[src/rtl/pipe_hazard_ctrl.sv]
// Stall/flush sequencer for the 5-stage pipeline: load-use, memory waits, taken branch and HLT drain.
// Optional performance counters are enabled by defining HAZARD_PERF_CNT_EN.
module pipe_hazard_ctrl #(
  parameter int DRAIN_CYCLES = 4,
  parameter int TIMEOUT      = 255,
  parameter int CNT_W        = 16
) (
  input  logic             clk,
  input  logic             rst,
  input  logic             IDEX_MemRead,
  input  logic [3:0]       IDEX_RegRd,
  input  logic [3:0]       IFID_RegRs,
  input  logic [3:0]       IFID_RegRt,
  input  logic             IFID_UsesRt,
  input  logic             branch_taken,
  input  logic             hlt_id,
  input  logic             imem_busy,
  input  logic             dmem_busy,
  output logic             pc_stall,
  output logic             IFID_stall,
  output logic             IDEX_stall,
  output logic             EXMEM_stall,
  output logic             IFID_flush,
  output logic             IDEX_flush,
  output logic             MEMWB_flush,
  output logic             halted,
`ifdef HAZARD_PERF_CNT_EN
  output logic [CNT_W-1:0] stall_cycles,
  output logic [CNT_W-1:0] flush_cycles,
`endif
  output logic             mem_err
);

  localparam int DW = (DRAIN_CYCLES > 1) ? $clog2(DRAIN_CYCLES + 1) : 1;
  localparam int WW = $clog2(TIMEOUT + 1);
  localparam logic [DW-1:0] DRAIN_LAST = DW'(DRAIN_CYCLES - 1);
  localparam logic [WW-1:0] WD_MAX     = WW'(TIMEOUT);

  typedef enum logic [1:0] {
    ST_RUN    = 2'd0,
    ST_DRAIN  = 2'd1,
    ST_HALTED = 2'd2
  } state_t;

  state_t        state_r, state_nxt_s;
  logic [DW-1:0] drain_cnt_r;
  logic [WW-1:0] wd_cnt_r;
  logic          mem_err_r;

  logic luse_s;
  logic drain_load_s, drain_inc_s;
  logic pc_stall_s, ifid_stall_s, idex_stall_s, exmem_stall_s;
  logic ifid_flush_s, idex_flush_s, memwb_flush_s;

  assign luse_s = IDEX_MemRead && (IDEX_RegRd != 4'd0) &&
                  ((IDEX_RegRd == IFID_RegRs) || (IFID_UsesRt && (IDEX_RegRd == IFID_RegRt)));

  // State register
  always_ff @(posedge clk or posedge rst) begin
    if (rst) begin
      state_r <= ST_RUN;
    end else begin
      state_r <= state_nxt_s;
    end
  end

  // Next-state and stall/flush decode; one priority row per cycle
  always_comb begin
    state_nxt_s   = state_r;
    drain_load_s  = 1'b0;
    drain_inc_s   = 1'b0;
    pc_stall_s    = 1'b0;
    ifid_stall_s  = 1'b0;
    idex_stall_s  = 1'b0;
    exmem_stall_s = 1'b0;
    ifid_flush_s  = 1'b0;
    idex_flush_s  = 1'b0;
    memwb_flush_s = 1'b0;
    case (state_r)
      ST_RUN: begin
        if (dmem_busy) begin
          pc_stall_s    = 1'b1;
          ifid_stall_s  = 1'b1;
          idex_stall_s  = 1'b1;
          exmem_stall_s = 1'b1;
          memwb_flush_s = 1'b1;
        end else if (imem_busy) begin
          pc_stall_s   = 1'b1;
          ifid_flush_s = 1'b1;
        end else if (luse_s) begin
          pc_stall_s   = 1'b1;
          ifid_stall_s = 1'b1;
          idex_flush_s = 1'b1;
        end else if (branch_taken) begin
          ifid_flush_s = 1'b1;
        end else begin
          ifid_flush_s = 1'b0;
        end
        // HLT only leaves RUN once nothing above it is holding ID
        if (hlt_id && !dmem_busy && !imem_busy && !luse_s) begin
          state_nxt_s  = ST_DRAIN;
          drain_load_s = 1'b1;
        end else begin
          state_nxt_s = ST_RUN;
        end
      end
      ST_DRAIN: begin
        pc_stall_s   = 1'b1;
        ifid_flush_s = 1'b1;
        if (dmem_busy) begin
          ifid_stall_s  = 1'b1;
          idex_stall_s  = 1'b1;
          exmem_stall_s = 1'b1;
          memwb_flush_s = 1'b1;
        end else if (drain_cnt_r == DRAIN_LAST) begin
          state_nxt_s = ST_HALTED;
        end else begin
          drain_inc_s = 1'b1;
        end
      end
      ST_HALTED: begin
        pc_stall_s    = 1'b1;
        ifid_stall_s  = 1'b1;
        idex_stall_s  = 1'b1;
        exmem_stall_s = 1'b1;
        memwb_flush_s = 1'b1;
        state_nxt_s   = ST_HALTED;
      end
      default: begin
        pc_stall_s    = 1'b1;
        ifid_stall_s  = 1'b1;
        idex_stall_s  = 1'b1;
        exmem_stall_s = 1'b1;
        memwb_flush_s = 1'b1;
        state_nxt_s   = ST_RUN;
      end
    endcase
  end

  // Drain counter: counts non-busy cycles spent in DRAIN
  always_ff @(posedge clk or posedge rst) begin
    if (rst) begin
      drain_cnt_r <= {DW{1'b0}};
    end else if (drain_load_s) begin
      drain_cnt_r <= {DW{1'b0}};
    end else if (drain_inc_s) begin
      drain_cnt_r <= drain_cnt_r + {{(DW-1){1'b0}}, 1'b1};
    end else begin
      drain_cnt_r <= drain_cnt_r;
    end
  end

  // Data-memory watchdog; frozen once halted since inputs no longer matter
  always_ff @(posedge clk or posedge rst) begin
    if (rst) begin
      wd_cnt_r  <= {WW{1'b0}};
      mem_err_r <= 1'b0;
    end else if (state_r == ST_HALTED) begin
      wd_cnt_r  <= wd_cnt_r;
      mem_err_r <= mem_err_r;
    end else if (dmem_busy) begin
      if (wd_cnt_r == WD_MAX) begin
        wd_cnt_r  <= wd_cnt_r;
        mem_err_r <= 1'b1;
      end else begin
        wd_cnt_r  <= wd_cnt_r + {{(WW-1){1'b0}}, 1'b1};
        mem_err_r <= mem_err_r;
      end
    end else begin
      wd_cnt_r  <= {WW{1'b0}};
      mem_err_r <= mem_err_r;
    end
  end

`ifdef HAZARD_PERF_CNT_EN
  logic [CNT_W-1:0] stall_cnt_r, flush_cnt_r;

  // Saturating performance counters, idle while halted
  always_ff @(posedge clk or posedge rst) begin
    if (rst) begin
      stall_cnt_r <= {CNT_W{1'b0}};
      flush_cnt_r <= {CNT_W{1'b0}};
    end else begin
      if ((state_r != ST_HALTED) && pc_stall_s && !(&stall_cnt_r)) begin
        stall_cnt_r <= stall_cnt_r + {{(CNT_W-1){1'b0}}, 1'b1};
      end else begin
        stall_cnt_r <= stall_cnt_r;
      end
      if ((state_r != ST_HALTED) && (ifid_flush_s || idex_flush_s) && !(&flush_cnt_r)) begin
        flush_cnt_r <= flush_cnt_r + {{(CNT_W-1){1'b0}}, 1'b1};
      end else begin
        flush_cnt_r <= flush_cnt_r;
      end
    end
  end

  assign stall_cycles = stall_cnt_r;
  assign flush_cycles = flush_cnt_r;
`endif

  assign pc_stall    = pc_stall_s;
  assign IFID_stall  = ifid_stall_s;
  assign IDEX_stall  = idex_stall_s;
  assign EXMEM_stall = exmem_stall_s;
  assign IFID_flush  = ifid_flush_s;
  assign IDEX_flush  = idex_flush_s;
  assign MEMWB_flush = memwb_flush_s;
  assign halted      = (state_r == ST_HALTED);
  assign mem_err     = mem_err_r;

endmodule
[config.mk]
export PLATFORM = sky130hd
export DESIGN_NAME = pipe_hazard_ctrl
export DESIGN_NICKNAME = d
export VERILOG_FILES = /design/src/rtl/pipe_hazard_ctrl.sv
export SDC_FILE = /design/constraint.sdc
export NUM_CORES = 1
export LEC_CHECK = 0
export CORE_MARGIN = 4
export CORE_UTILIZATION = 44
export DETAILED_ROUTE_END_ITERATION = 8
export PLACE_DENSITY = 0.75
export SLEW_MARGIN = 30
export SYNTH_ARGS = -nofsm -noshare
export SYNTH_HDL_FRONTEND = slang
export SYNTH_SLANG_ARGS = --single-unit
[constraint.sdc]
create_clock -name clk -period 3.75 [get_ports clk]
set_input_delay 0.75 -clock clk [delete_from_list [all_inputs] [get_ports clk]]
set_output_delay 0.75 -clock clk [all_outputs]
set_load 0.005 [all_outputs]
==> run_results.csv, run 1 <==
group,metric,value,unit
run_status,status,"finished clean",
floorplan,ioPinCount,29,
floorplan,floorplan.initialDensity,0.4828,
route,drt_iter0_drc,18,
synth,synth-seq-cells,14,
route,totalWireLength,2124,um
route,drtPass1Iterations,4,
finish,syn_to_final_growth,34.39,%
synth,ys_seq_area_frac,0.3553,
setup_path,crit_family,"buffers and inverters",
min_path,holdPathStages,1,
power,leakage,0.5526,nW
synth,async_flop_share,1.000,
setup_path,crit_slowest_cell,"clkdlybuf4s50_1",
floorplan,rows,16,
synth,netlist_instances,104,
clocking,cts.sinks,14,
timing,skew,0.005799,ns
synth,synth_area_leaders,"dfrtp_1, ha_1, xor2_1, inv_1, xnor2_1",
synth,syn-cell-area,985.9,um^2
global_route,first_global_vias,831,
setup_path,end_kind,"output pin",
place,dp_hpwl,1814,um
clocking,cts_buffers,3,
finish,final_core_util,0.6489,
power,powerDensity,412.0,nW/um^2
synth,synthDistinctLibCells,36,
timing,slew_violations,0,
clocking,cts_setup_buffers,0,
route,ant_nets,0,
clocking,insertion_delay,0.28,ns
clocking,path_clk_slew,0.09,ns
global_route,track_usage,0.1441,
setup_path,cp.required,3.00,ns
timing,rsz0062_at_grt,"false",
setup_path,worstSetupPathType,"in -> out",
synth,synth-main-ff-cell,"dfrtp_1",
global_route,overflow,0,
clocking,htree_levels,1,
clocking,cts_tree,"done",
power,peakVddDrop,0.0002161,V
synth,synthMostInstantiatedCell,"dfrtp_1",
timing,period_share,0.9449,
min_path,hp-start,"mem_err",
setup_path,reg2reg_to,"wd_cnt_r[5]",
timing,hold_viol,0,
timing,fin_crit,3.543,ns
clocking,root_buffer,"clkbuf_4",
synth,yosysTopAreaCell,"dfrtp_1",
route,via_count,867,
synth,ys_warn_count,0,
setup_path,regToRegSetupSlack,1.97,ns
clocking,cts_resized,0,
timing,relSlewSlack,0.6456,
route,drt-wirelength-per-cell,13.19,um
floorplan,die_w,55.34,um
synth,synth_edf_count,0,
global_route,grt_antenna_before_repair,0,
setup_path,slowest_delay,0.52,ns
timing,setup_tns,0,ns
floorplan,core_area,2042,um^2
setup_path,critPathLaunchType,"input pin",
timing,fmax,282.2,MHz
finish,fin_nets,162,
min_path,hold_end,"mem_err",
global_route,grt_pass1_wl,3629,um
finish,antennaDiodeCount,0,
place,gp_congestion,0.7196,
place,io_buffers,28,
synth,syn-mean-instance-area,9.480,um^2
min_path,hold_path_class,"reg -> reg",
floorplan,dieArea,3062,um^2
timing,setup_viol,0,
timing,worst_pin_slew,0.5310,ns
finish,drive_gt1_frac,0.07463,
route,viasPerCell,5.385,
setup_path,reg2regPathDepth,5,
run,maxCapViolCount,0,
floorplan,fp.dieH,55.34,um
clocking,cts-hold-fix-buffers,0,
synth,synthesis.nets,131,
clocking,cts_buffer_depth,2,
synth,yosys.area.top_type_share,0.3553,
synth,synth_common_cells,"dfrtp_1, xor2_1, inv_1, ha_1",
timing,holdWs,0.4891,ns
setup_path,path_cells,"clkdlybuf4s50_1 -> o41a_1 -> and3_4 -> a22o_1 -> o21ai_1 -> clkdlybuf4s50_1",
setup_path,path_buf_inv,2,
setup_path,path_common_cell,"clkdlybuf4s50_1",
setup_path,crit_fanout,3,
global_route,grt_start_max_net_pins,15,
route,drc,0,
setup_path,crit_arrival,2.79,ns
setup_path,r2r-start,"wd_cnt_r[0]",
kinds of logic (layout without fill, tap and decap cells):
kind of cell | after synthesis | count (layout) | share of synthesized area
AND/OR/NAND/NOR | 34 | 34 | 0.2157
AO/OA/AOI/OAI | 23 | 23 | 0.1548
flip-flops | 14 | 14 | 0.3553
XOR/XNOR | 13 | 13 | 0.1155
buffers and inverters | 11 | 41 | 0.04949
adder cells (fa/ha/maj) | 7 | 7 | 0.08883
multiplexers | 2 | 2 | 0.02031
registers in the layout, indices dropped and copies added (netlist names):
register     count
drain_cnt_r      3
wd_cnt_r         8
state_r          2
mem_err          1
metrics by stage:
step / setup slack (ns) / cell area, um^2 / instances / power [mW]
2_1_floorplan: 1.273 / 985.9 / 104 / 0.3444
3_3_place_gp: 0.2593 / 1289 / 157 / 0.4310
3_5_place_dp: 0.1971 / 1289 / 157 / 0.4405
4_1_cts: 0.1968 / 1325 / 161 / 0.5518
5_1_grt: 0.09644 / 1325 / 161 / 0.5904
6_report: 0.2066 / 1325 / 161 / 0.5459
cells in the final DEF (no fill, tap or decap), types with 2 or more instances in the layout:
| cell type | instances |
|---|---|
| clkdlybuf4s50_1 | 28 |
| nand3_1 | 4 |
| nor3_1 | 3 |
| o21ai_0 | 4 |
| mux2i_1 | 2 |
| xor2_1 | 10 |
| nand2b_1 | 2 |
| nand4_1 | 2 |
| clkbuf_4 | 3 |
| nand4b_1 | 2 |
| nand2_1 | 6 |
| and2_1 | 2 |
| a21oi_1 | 5 |
| xnor2_1 | 3 |
| nor2_1 | 6 |
| inv_1 | 8 |
| dfrtp_1 | 14 |
| o21ai_1 | 4 |
| ha_1 | 7 |
per-layer routing:
metal / vias to the layer above / part of all wire / track usage / routed length [um]
met2: 24 / 0.52 / 0.2466 / 1112
li1: 428 / - / - / -
met3: 2 / 0.059 / 0.04662 / 126
met1: 413 / 0.41 / 0.1693 / 872
met4: 0 / 0.0056 / 0.04514 / 12
met5: - / 0 / 0 / 0
power by group:
group,internal (mW),switching [mW],leakage [nW]
Sequential,0.181,0.0279,0.189
Combinational,0.119,0.108,0.342
Clock,0.0591,0.0507,0.0210
worst max-delay path by stage:
stage,startpoint,end,slack [ns],cells past startpoint
floorplan,IDEX_RegRd[0],IFID_stall,1.27,4
global placement,IDEX_RegRd[0],IFID_flush,0.26,6
detailed placement,IDEX_RegRd[0],IFID_flush,0.20,6
CTS,IDEX_RegRd[0],IFID_flush,0.20,6
global route,IDEX_RegRd[0],IFID_flush,0.1,6
finish,IDEX_RegRd[0],IFID_flush,0.21,6
cell type report:
class,instances,area [um^2]
Inverter,8,30.03
Fill cell,179,716.9
Timing Repair Buffer,29,287.8
Sequential cell,14,350.3
Tap cell,27,33.78
Clock buffer,4,36.28
Multi-Input combinational cell,79,586.8
Note: power is estimated with default switching activity, not from simulation.
==> inputs of run 2 (changes only) <==
--- a/config.mk
+++ b/config.mk
@@ -5,6 +5,7 @@
 export SDC_FILE = /design/constraint.sdc
 export NUM_CORES = 1
 export LEC_CHECK = 0
+export CAP_MARGIN = 20
 export CORE_MARGIN = 4
 export CORE_UTILIZATION = 44
 export DETAILED_ROUTE_END_ITERATION = 8
==> constraint.sdc (replaced) <==
create_clock -name clk -period 4.21 [get_ports clk]
set_input_delay 0.842 -clock clk [delete_from_list [all_inputs] [get_ports clk]]
set_output_delay 0.842 -clock clk [all_outputs]
set_load 0.005 [all_outputs]
==> run_results.csv, run 2 (synthesis gave the netlist of run 1 again) <==
group,metric,value,unit
run_status,status,"finished clean",
route,drt_iter0_drc,12,
route,via_count,856,
timing,slew_violations,0,
global_route,track_usage,0.1457,
setup_path,crit_fanout,3,
finish,top_regs,"wd_cnt_r: 8 flops, drain_cnt_r: 3 flops, state_r: 2 flops",
run,maxCapViolCount,0,
finish,drive_gt1_frac,0.06767,
place,dp_hpwl,1776,um
timing,hold_viol,0,
timing,setup_tns,0,ns
clocking,insertion_delay,0.28,ns
finish,final_common_cell,"clkdlybuf4s50_1",
clocking,cts-hold-fix-buffers,0,
route,drt-wirelength-per-cell,13.31,um
timing,relSlewSlack,0.6473,
timing,fin_crit,3.698,ns
clocking,cts_resized,0,
power,power,0.4824,mW
clocking,cts_buffers,3,
clocking,cts.sinks,14,
setup_path,end_kind,"output pin",
floorplan,floorplan.initialDensity,0.4828,
finish,layout_common_cells,"clkdlybuf4s50_1, dfrtp_1, xor2_1",
finish,final_cells,160,
timing,rsz0062_at_grt,"false",
clocking,cts_setup_buffers,0,
clocking,root_buffer,"clkbuf_4",
timing,setup_viol,0,
floorplan,fp.dieH,55.34,um
power,leakage,0.5478,nW
place,post-place-cells,156,
floorplan,die_w,55.34,um
timing,skew,0.003975,ns
floorplan,core_area,2042,um^2
finish,antennaDiodeCount,0,
global_route,overflow,0,
timing,period_share,0.8784,
global_route,grt_pass1_wl,3608,um
setup_path,cp.required,3.37,ns
finish,syn_to_final_growth,33.63,%
finish,largest_reg_flops,8,
clocking,cts_buffer_depth,2,
finish,fin_nets,161,
place,io_buffers,28,
route,ant_nets,0,
power,powerDensity,366.1,nW/um^2
global_route,first_global_vias,879,
clocking,path_clk_slew,0.09,ns
global_route,grt_start_max_net_pins,15,
min_path,hold_path_class,"reg -> reg",
setup_path,worstSetupPathType,"in -> out",
finish,final_area,1318,um^2
timing,fmax,270.4,MHz
clocking,htree_levels,1,
setup_path,critPathLaunchType,"input pin",
route,viasPerCell,5.350,
place,postPlaceCellArea,1281,um^2
timing,worst_pin_slew,0.5285,ns
power,peakVddDrop,0.0001812,V
route,drc,0,
floorplan,ioPinCount,29,
floorplan,dieArea,3062,um^2
finish,regMostFlops,"wd_cnt_r",
clocking,cts_tree,"done",
route,drtPass1Iterations,4,
route,totalWireLength,2129,um
setup_path,crit_arrival,2.86,ns
place,gp_congestion,0.7198,
global_route,grt_antenna_before_repair,0,
floorplan,rows,16,
[run 2: area by class of cell]
type,count,area [um^2]
clock buffer,4,36.28
fill,174,724.4
inverter,8,30.03
multi-input combinational,79,586.8
sequential,14,350.3
tap,27,33.78
timing repair buffer,28,280.3
[run 2: metrics by stage]
stage	setup WS [ns]	hold slack, ns	utilization
after CTS	0.5030	0.4789	0.6452
after global routing	0.4201	0.5200	0.6452
final	0.5119	0.4747	0.6452
after detailed placement	0.5143	0.4582	0.6275
after floorplan	1.549	0.4626	-
after global placement	0.5355	0.4520	0.6275
[run 2: final timing paths]
check	slack (ns)	from	cells past startpoint	to
max	0.51	IDEX_RegRd[0]	6	IFID_flush
min	0.47	mem_err	1	mem_err
max reg2reg	2.43	wd_cnt_r[0]	5	wd_cnt_r[5]
min reg2reg	0.47	mem_err	1	mem_err
max in group asynchronous	2.96	rst	2	wd_cnt_r[1]
min in group asynchronous	0.89	rst	2	drain_cnt_r[0]
[run 2: critical path, stage by stage]
cell and delay (ns):
clkdlybuf4s50_1 0.46, o41a_1 0.49, and3_4 0.20, a22o_1 0.21
o21ai_1 0.13, clkdlybuf4s50_1 0.52
[run 2: where the power goes]
part,internal [mW],leakage (nW),switching [mW]
logic,0.104,0.337,0.0953
clock network,0.0526,0.0210,0.0427
registers,0.162,0.189,0.0261
[run 2: metal layers]
layer  part of all wire  GRT usage
met1               0.42     0.1526
met2               0.53     0.2720
met3              0.045    0.04196
met4              0.011    0.05208
met5                  0          0
